## src/rtl/stream_credit_rx.sv

```systemverilog
// Receive end of a fixed-latency, no-backpressure stream link. Credits gate the link
// ready, arrivals land in a first-word-fall-through FIFO, and protocol errors are flagged.
module stream_credit_rx #(
  parameter int WIDTH   = 32,
  parameter int LATENCY = 1,
  parameter int DEPTH   = 4
) (
  input  logic                       clk,
  input  logic                       reset,
  output logic                       req_o,
  input  logic [WIDTH-1:0]           in_data,
  input  logic                       in_valid,
  output logic [WIDTH-1:0]           out_data,
  output logic                       out_valid,
  input  logic                       out_ready,
  output logic [$clog2(DEPTH+1)-1:0] count_o,
  output logic                       overflow_o,
  output logic                       spurious_o
);

  localparam int CW = $clog2(DEPTH + 1);
  localparam int PW = (DEPTH > 1) ? $clog2(DEPTH) : 1;
  localparam int HW = (LATENCY > 0) ? LATENCY : 1;
  localparam int SW = $clog2(DEPTH + LATENCY + 1);

  logic [WIDTH-1:0] mem [DEPTH];
  logic [PW-1:0]    wr_ptr;
  logic [PW-1:0]    rd_ptr;
  logic [CW-1:0]    count;
  logic [HW-1:0]    hist;
  logic [SW-1:0]    inflight;
  logic             due;
  logic             full;
  logic             push;
  logic             pop;

  function automatic logic [PW-1:0] next_ptr(input logic [PW-1:0] p);
    return (p == PW'(DEPTH - 1)) ? '0 : p + PW'(1);
  endfunction

  // Outstanding credits are the stored items plus every grant still in the link.
  always_comb begin
    inflight = SW'(count);
    for (int i = 0; i < LATENCY; i++) begin
      inflight = inflight + SW'(hist[i]);
    end
  end

  assign req_o     = !reset && (inflight < SW'(DEPTH));
  assign full      = (count == CW'(DEPTH));
  assign out_valid = (count != '0);
  assign pop       = out_valid && out_ready;
  assign push      = in_valid && (!full || pop);
  assign out_data  = mem[rd_ptr];
  assign count_o   = count;

  generate
    if (LATENCY == 0) begin : g_no_hist
      assign hist = '0;
      assign due  = 1'b1;
    end else if (LATENCY == 1) begin : g_hist1
      always_ff @(posedge clk) begin
        if (reset) hist <= '0;
        else       hist <= req_o;
      end
      assign due = hist[0];
    end else begin : g_histn
      always_ff @(posedge clk) begin
        if (reset) hist <= '0;
        else       hist <= {hist[HW-2:0], req_o};
      end
      assign due = hist[HW-1];
    end
  endgenerate

  always_ff @(posedge clk) begin
    // NOTE: sequential state uses non-blocking assignments so every register samples pre-edge values.
    if (reset) begin
      count      <= '0;
      wr_ptr     <= '0;
      rd_ptr     <= '0;
      overflow_o <= 1'b0;
      spurious_o <= 1'b0;
    end else begin
      if (push) wr_ptr <= next_ptr(wr_ptr);
      if (pop)  rd_ptr <= next_ptr(rd_ptr);
      case ({push, pop})
        2'b10:   count <= count + CW'(1);
        2'b01:   count <= count - CW'(1);
        default: count <= count;
      endcase
      if (in_valid && full && !pop) overflow_o <= 1'b1;
      if (in_valid && !due)         spurious_o <= 1'b1;
    end
  end

  // NOTE: storage is deliberately not reset; out_valid masks stale contents.
  always_ff @(posedge clk) begin
    if (push) mem[wr_ptr] <= in_data;
  end

endmodule
```

## config.mk

```make
export PLATFORM = sky130hd
export DESIGN_NAME = stream_credit_rx
export DESIGN_NICKNAME = d
export VERILOG_FILES = /design/src/rtl/stream_credit_rx.sv
export SDC_FILE = /design/constraint.sdc
export NUM_CORES = 1
export LEC_CHECK = 0
export CAP_MARGIN = 30
export CORE_MARGIN = 5
export CORE_UTILIZATION = 58
export DETAILED_ROUTE_END_ITERATION = 7
export PLACE_DENSITY = 0.85
export SETUP_SLACK_MARGIN = 0.02
export SLEW_MARGIN = 10
export SYNTH_ARGS = -nofsm -noshare
export SYNTH_HDL_FRONTEND = slang
export SYNTH_SLANG_ARGS = --single-unit
```

## constraint.sdc

```tcl
create_clock -name clk -period 5.9 [get_ports clk]
set_clock_uncertainty 0.05 [all_clocks]
set_input_delay 1.18 -clock clk [delete_from_list [all_inputs] [get_ports clk]]
set_output_delay 1.18 -clock clk [all_outputs]
set_load 0.005 [all_outputs]
```

After elaboration in Yosys (flattened, before gate mapping)
Memory sizes are Yosys's and may differ from the RTL's. A register that Yosys moved wholly into a read port is not among the register bits.
Cells that the tools add are included.
{"block": "word_totals", "n_memories": 1, "register_bits": 10, "wordCells": 38, "mem_bits_rw": 128}
{"block": "classes", "n_reduce_logical": 13, "n_addsub": 5, "n_eq_ne": 5, "magnitude_cmp": 1, "n_mux": 7}
{"name": "mem", "words": 4, "width": 32, "read_ports": 1, "rd_ports_with_merged_regs": 1, "write_ports": 1, "line_no": "26", "text": "logic [WIDTH-1:0] mem [DEPTH];"}
{"op": "two-way mux 2 bit", "count": 4}
{"op": "== test 2 bit, second input constant", "count": 3}
{"op": "logical AND 1 bit", "count": 6}
{"op": "case mux 3 bit (2 select lines)", "count": 1}
{"op": "adder 2 x 1 -> 2 bit, second input constant", "count": 2}
{"op": "zero test 1 bit", "count": 4}
{"op": "adder 3 x 1 -> 3 bit", "count": 1}
{"op": "adder 3 x 1 -> 3 bit, second input constant", "count": 1}
{"op": "== test 3 bit, second input constant", "count": 1}
{"op": "< comparator 3 bit, second input constant", "count": 1}
{"op": "nonzero test 3 bit", "count": 1}
{"op": "subtractor 3 x 1 -> 3 bit, second input constant", "count": 1}
{"op": "== test 2 x 1 -> 1 bit, second input constant", "count": 1}
{"op": "two-way mux 1 bit", "count": 2}
{"op": "nonzero test 2 bit", "count": 1}
{"op": "logical OR 1 bit", "count": 1}

Longest topological paths before layout
Gate-level depths: netlist of run 1.
{"block": "depth", "word_depth": 6, "depth_mapped": 7}

Worst setup path before layout of run 1
Ideal clock, no wire load.
{"block": "synth_timing", "path_kind": "input to register", "start": "input port in_valid", "end": "register count[2], in the netlist count_o[2]", "arrival_ns": 2.939, "setup_slack_ns": 2.777, "path_buffers": 2, "path_stages": 7, "setup_time_ns": 0.134, "path_cell_list": "buf_2 > clkbuf_1 > or2_2 > fa_1 > or3b_2 > a31oi_1 > a31oi_1"}
{"block": "synth_between", "elab_chain_cells": 3}
{"item": "from (decl)", "line_no": "12", "text": "input logic in_valid,"}
{"item": "logical AND 1 bit *", "line_no": "53", "text": "assign push = in_valid && (!full || pop);"}
{"item": "== test 2 x 1 -> 1 bit / == test 2 bit (equally long branches)", "line_no": "87", "text": "case ({push, pop})"}
{"item": "case mux 3 bit (2 select lines) / nonzero test 2 bit (equally long branches)"}
{"item": "to (signal assigned)", "line_no": "88", "text": "2'b10: count <= count + CW'(1);"}
{"item": "to (signal assigned)", "line_no": "89", "text": "2'b01: count <= count - CW'(1);"}
{"item": "to (signal assigned)", "line_no": "90", "text": "default: count <= count;"}
{"item": "to (decl)", "line_no": "29", "text": "logic [CW-1:0] count;"}
Every way passes the cells marked *; elsewhere a longest branch is shown, timed or not.
A chain may end at the register's enable or synchronous reset.

Worst setup path after layout of run 1
{"block": "layout_timing", "start": "input port reset", "end": "output port req_o"}
{"block": "layout_between", "elab_chain_cells": 2}
{"item": "from (decl)", "line_no": "9", "text": "input logic reset,"}
{"item": "zero test 1 bit", "line_no": "49", "text": "assign req_o = !reset && (inflight < SW'(DEPTH));"}
{"item": "logical AND 1 bit", "line_no": "49"}
{"item": "to (decl)", "line_no": "10", "text": "output logic req_o,"}
Every way passes these cells.

==> results of run 1 <==
## cell type report
cell class	instances	area, sq um
timing repair buffer	75	748
fill	527	2340
tap	111	139
multi-input combinational	87	1140
inverter	6	22.5
clock buffer	17	414
clock inverter	15	175
sequential	140	4090
## how the worst max path moves through the flow
stage | from | endpoint | slack [ns] | depth (start not counted)
after floorplan | in_valid | count_o[2] | 2.78 | 7
after global placement | reset | req_o | 2.14 | 3
after detailed placement | reset | req_o | 2.11 | 3
after CTS | reset | req_o | 2.09 | 3
after global routing | register | out_data[20] | 2.04 | 3
final | reset | req_o | 2.09 | 3
## registers in the layout, summed over array words and instances (netlist names), named ones only
signal / count
mem: 128
rd_ptr: 2
overflow_o: 1
wr_ptr: 2
due: 1
spurious_o: 1
count_o: 3
## cells in the mapped netlist
cell type and n:
nor3_1 1, a41oi_1 1, dfxtp_1 12, xor2_1 1
a21oi_1 3, and3_1 1, and2_4 1, nor2_1 6
edfxtp_1 128, or3_1 1, nor2b_1 2, inv_1 6
mux2i_1 2, nand3b_1 1, clkbuf_1 3, a311oi_1 1
nand4b_1 1, or4b_4 1, or2_2 2, and3_2 3
o21ai_0 1, or3b_2 1, o31ai_2 2, ha_1 5
buf_1 2, buf_4 1, o31ai_1 1, nor4b_1 1
buf_2 7, a21boi_0 1, o2111ai_1 2, mux4_2 32
fa_1 1, buf_6 1, a31oi_1 2, nand2_1 4
nand3_1 4, xnor2_1 2
## routing by layer
layer	GRT usage (%)	wire length, um	vias to the layer above
met1	23.9	3840	1295
met3	5.94	564	14
met2	29.8	4870	98
met4	5.64	171	0
li1	-	-	1177
met5	0	0	-
## cells by family (layout without fill, tap and decap cells)
family                     Yosys count  count (layout)
DFF                                140             140
xor gates and xnor gates             3               3
adders and majority gates            6               6
buffers and inverters               20             113
AOI/OAI and AO/OA                   14              14
muxes                               34              34
and+or+nand+nor                     30              30
## tightest hold or removal path, cell delays in order, from the launching register on
cell	delay [ns]
dfxtp_1	0.33
a41oi_1	0.04
nor2_1	0.07
## power groups by stage
stage / Combinational, mW / Sequential [mW] / Clock, mW
after floorplan: 0.167 / 1.17 / 0
after global placement: 0.306 / 1.19 / 0
after detailed placement: 0.311 / 1.19 / 0
after CTS: 0.314 / 1.17 / 1.06
after global routing: 0.333 / 1.17 / 1.11
final: 0.306 / 1.17 / 1.05
==> flow_summary.toml, run 1 <==
[place]
post-place-ws_ns = 2.11
postPlaceCellArea_sq_um = 6130
dp_hpwl_um = 5390
routabilityCongestion = 0.717
portBuffers = 74
dp_cells = 419

[timing]
max_freq_mhz = 263
layout_min_cycle_time_ns = 3.81
worstMarginPinSlew_ns = 0.867
whs_ns = 0.424
finalSetupTns_ns = 0
rsz0062_at_grt = "no"
min_period_over_period_pct = 64.5
layout_setup_ws_ns = 2.09
hold_viol_final = 0
slew_violations = 0
timing.slew.headroom_pct = 42.2
setup_viol_count_final = 0

[drt]
wire_per_inst_um = 20.9
drt_iter0_drc = 115
detail-route-antenna-nets = 0
vias = 2584
dr.pass1.iters = 4
drt-total-wl_um = 9450
drcViolationCount = 0
avgViaCountPerCell = 5.73

[run_status]
status = "complete, no violations"

[yosys]
synth_area_leader_cell = "edfxtp_1"
synth_compound_area_share_pct = 2.02
syn_area_sq_um = 5320
synth_top_area_share_pct = 72.3
syn_nets = 289
synth_top_family_by_area = "multiplexers"
yosysWarnings = 0
synth_area_leaders = "edfxtp_1 (72%), mux4_2 (14%), dfxtp_1 (4.5%)"
yosys.area_share.simple_pct = 3.37
synth_seq_cells = 140
synth_cell_types = 38
synthAdderAreaFrac_pct = 1.55
synth.area.mux_share_pct = 13.9
synth-xor-area-share_pct = 0.494
synth_cells = 247
yosysSeqAreaShare_pct = 76.8
syn_area_per_cell_sq_um = 21.5

[pwr]
ir_drop_mv = 0.292
p_clk_share_pct = 41.5
leakage_nw = 2.20
power_frac_seq_pct = 46.3
p_comb_share_pct = 12.1
p_int_mw = 1.94
power.total_mw = 2.52
p_sw_share_pct = 23.0
switching_power_uw = 580
power.density_nw_per_um2 = 375

[cells_and_area]
fin_util_pct = 74.2
area_delta_synth_final_pct = 26.5
final_common_cell = "edfxtp_1"
stdcell_area_sq_um = 6720
fin_cells = 451
n_antenna_cell = 0
final_cell_mix = "edfxtp_1 (128), clkdlybuf4s50_1 (74), mux4_2 (32), clkbuf_16 (16), dfxtp_1 (10)"
drive_gt1_share_pct = 22.9
nets = 369

[critical_path]
timing.reg2reg.setup_slack_ns = 3.45
crit_family = "buffers and inverters"
path_buf_inv = 2
crit_path_frequent_cell = "clkdlybuf4s50_1"
critical_path.cell_chain = "clkdlybuf4s50_1, nor2_1, clkdlybuf4s50_1"
worst_path_largest_cell_delay_ns = 0.66
cp-start-kind = "primary input"
crit_slowest_cell = "clkdlybuf4s50_1"
reg2regPathDepth = 6
critPathRequiredTime_ns = 4.67
regToRegStartpoint = "count_o[2]"
worstReg2RegEnd = "count_o[2]"
crit_path_end_kind = "primary output"
critPathArrivalTime_ns = 2.58
worstSetupPathType = "primary input to primary output"
cp_max_fo = 13

[floorplanning]
die_y_um = 106
io_pins = 75
start_util_pct = 58.6
rows = 35
core_sq_um = 9060
die_x_um = 106
die_area_sq_um = 11200

[clock_network]
clkTransAtPathRegs_ns = 0.07
cts.sinks = 140
clk_path_buf_depth = 2
ctsHtreeMaxLevel = 4
cts-buffers-inserted = 17
cts-resized-gates = 0
cts_setup_buffers = 0
hold_buffers = 0
cts_tree = "done"
clk_latency_ns = 0.52
cts-root-buf = "clkbuf_8"

[global_route]
antenna_found_initial = 0
grt_max_degree = 33
grt_pass1_vias = 2724
grt_overflow = 0
track_usage_pct = 18.4
grt_pass1_wl_um = 15000

[min_path]
holdPathStages = 2
hold_class = "register to register"
hold_end = "overflow_o"
hp-start = "overflow_o"

[job]
maxCapViolations = 0
Power figures use the tool's default switching activity.
==> run 2: changes to the inputs <==
--- a/config.mk
+++ b/config.mk
@@ -7,9 +7,9 @@
 export LEC_CHECK = 0
 export CAP_MARGIN = 30
 export CORE_MARGIN = 5
-export CORE_UTILIZATION = 58
+export CORE_UTILIZATION = 49
 export DETAILED_ROUTE_END_ITERATION = 7
-export PLACE_DENSITY = 0.85
+export PLACE_DENSITY = 0.77
 export SETUP_SLACK_MARGIN = 0.02
 export SLEW_MARGIN = 10
 export SYNTH_ARGS = -nofsm -noshare
==> constraint.sdc (replaced) <==
create_clock -name clk -period 3.3 [get_ports clk]
set_clock_uncertainty 0.05 [all_clocks]
set_input_delay 0.66 -clock clk [delete_from_list [all_inputs] [get_ports clk]]
set_output_delay 0.66 -clock clk [all_outputs]
set_load 0.005 [all_outputs]
==> flow_summary.toml, run 2 (synthesized netlist as in run 1, its figures left out) <==
[timing]
slew_violations = 0
min_period_over_period_pct = 87.7
layout_setup_ws_ns = 0.405
rsz0062_at_grt = "no"
finalSetupTns_ns = 0
setup_viol_count_final = 0
layout_min_cycle_time_ns = 2.89
max_freq_mhz = 345
worstMarginPinSlew_ns = 0.849
hold_viol_final = 0
timing.slew.headroom_pct = 43.4

[drt]
wl_met3_um = 415
vias = 2607
dr.pass1.iters = 4
drt_iter0_drc = 156
avgViaCountPerCell = 5.39
highest_layer = "met4"
detail-route-antenna-nets = 0
drcViolationCount = 0
routedLengthMet1_um = 4120
drt-total-wl_um = 9260
route.met2.wl_um = 4540
wire_per_inst_um = 19.1

[pwr]
power_frac_seq_pct = 46.5
p_int_mw = 3.53
p_sw_share_pct = 21.4
power.density_nw_per_um2 = 660
leakage_nw = 2.22
switching_power_uw = 959
p_clk_share_pct = 40.9
ir_drop_mv = 0.386
power.total_mw = 4.49
p_comb_share_pct = 12.6

[floorplanning]
io_pins = 75
die_y_um = 114
core_sq_um = 10700
rows = 38
die_x_um = 114
start_util_pct = 49.5
die_area_sq_um = 13000

[clock_network]
cts_tree = "done"
clk_path_buf_depth = 2
hold_buffers = 0
ctsHtreeMaxLevel = 4
cts-root-buf = "clkbuf_8"
cts_setup_buffers = 0
cts.sinks = 140
cts-resized-gates = 0
cts-buffers-inserted = 17
clkTransAtPathRegs_ns = 0.06
clk_latency_ns = 0.51

[cells_and_area]
fillers = 753
fin_util_pct = 63.3
final_common_cell = "edfxtp_1"
top_register = "mem"
n_antenna_cell = 0
drive_gt1_share_pct = 23.8
final_cell_mix = "edfxtp_1 (128), clkdlybuf4s50_1 (74), mux4_2 (32), clkbuf_16 (16), dfxtp_1 (10)"
largest_reg_flops = 128
area_delta_synth_final_pct = 28.0
fin_cells = 484
nets = 374

[min_path]
hold_class = "register to register"
hp-start = "rd_ptr[0]"

[global_route]
grt_overflow = 0
track_usage_pct = 15.4
grt_max_degree = 33
antenna_found_initial = 0
grt_pass1_wl_um = 14700
grt_pass1_vias = 2811

[place]
dp_hpwl_um = 5690
dp_cells = 453
routabilityCongestion = 0.716
post-place-ws_ns = 0.352
portBuffers = 74

[critical_path]
cp-start-kind = "register"
cp_max_fo = 32
regToRegStartpoint = "count_o[2]"
worstSetupPathType = "register to primary output"
critPathArrivalTime_ns = 2.18
critPathRequiredTime_ns = 2.59
crit_path_end_kind = "primary output"

[run_status]
status = "complete, no violations"

[job]
maxCapViolations = 0
run 2: path summary, 6_finish.rpt:
path | to | slack [ns] | depth (start not counted)
min reg2reg | register | 0.45 | 2
max reg2reg | count_o[2] | 0.86 | 6
min | register | 0.45 | 2
max | out_data[14] | 0.41 | 3
run 2: cell type report:
cell class                 count  area [sq um]  share of cell area (%)
sequential                   140          4090                    60.0
multi-input combinational     87          1140                    16.7
inverter                       6          22.5                   0.331
clock inverter                14           171                    2.52
tap                          140           175                    2.57
timing repair buffer          80           798                    11.7
clock buffer                  17           414                    6.09
run 2: metal layers:
| metal | track usage [%] | vias to the layer above |
|---|---|---|
| met5 | 0 | - |
| met3 | 5.07 | 15 |
| li1 | - | 1181 |
| met4 | 6.57 | 0 |
| met2 | 23.8 | 69 |
| met1 | 20.1 | 1342 |
run 2: through the flow:
step	cell area [sq um]	hold slack, ns
after floorplan	5320	0.410
after global placement	6220	0.413
after detailed placement	6220	0.428
after CTS	6810	0.452
after global routing	6810	0.472
final	6810	0.448
run 2: critical path: stages (launching register included):
cell	delay [ns]
dfxtp_2	0.34
buf_12	0.24
mux4_2	0.57
clkdlybuf4s50_1	0.49
run 2: power by group through the flow:
stage                     sequential (mW)  clock, mW  combinational (mW)
after global placement               2.12          0               0.572
after CTS                            2.09       1.87               0.579
final                                2.09       1.84               0.567
after floorplan                      2.10          0               0.299
after global routing                 2.09       1.96               0.611
after detailed placement             2.12          0               0.575
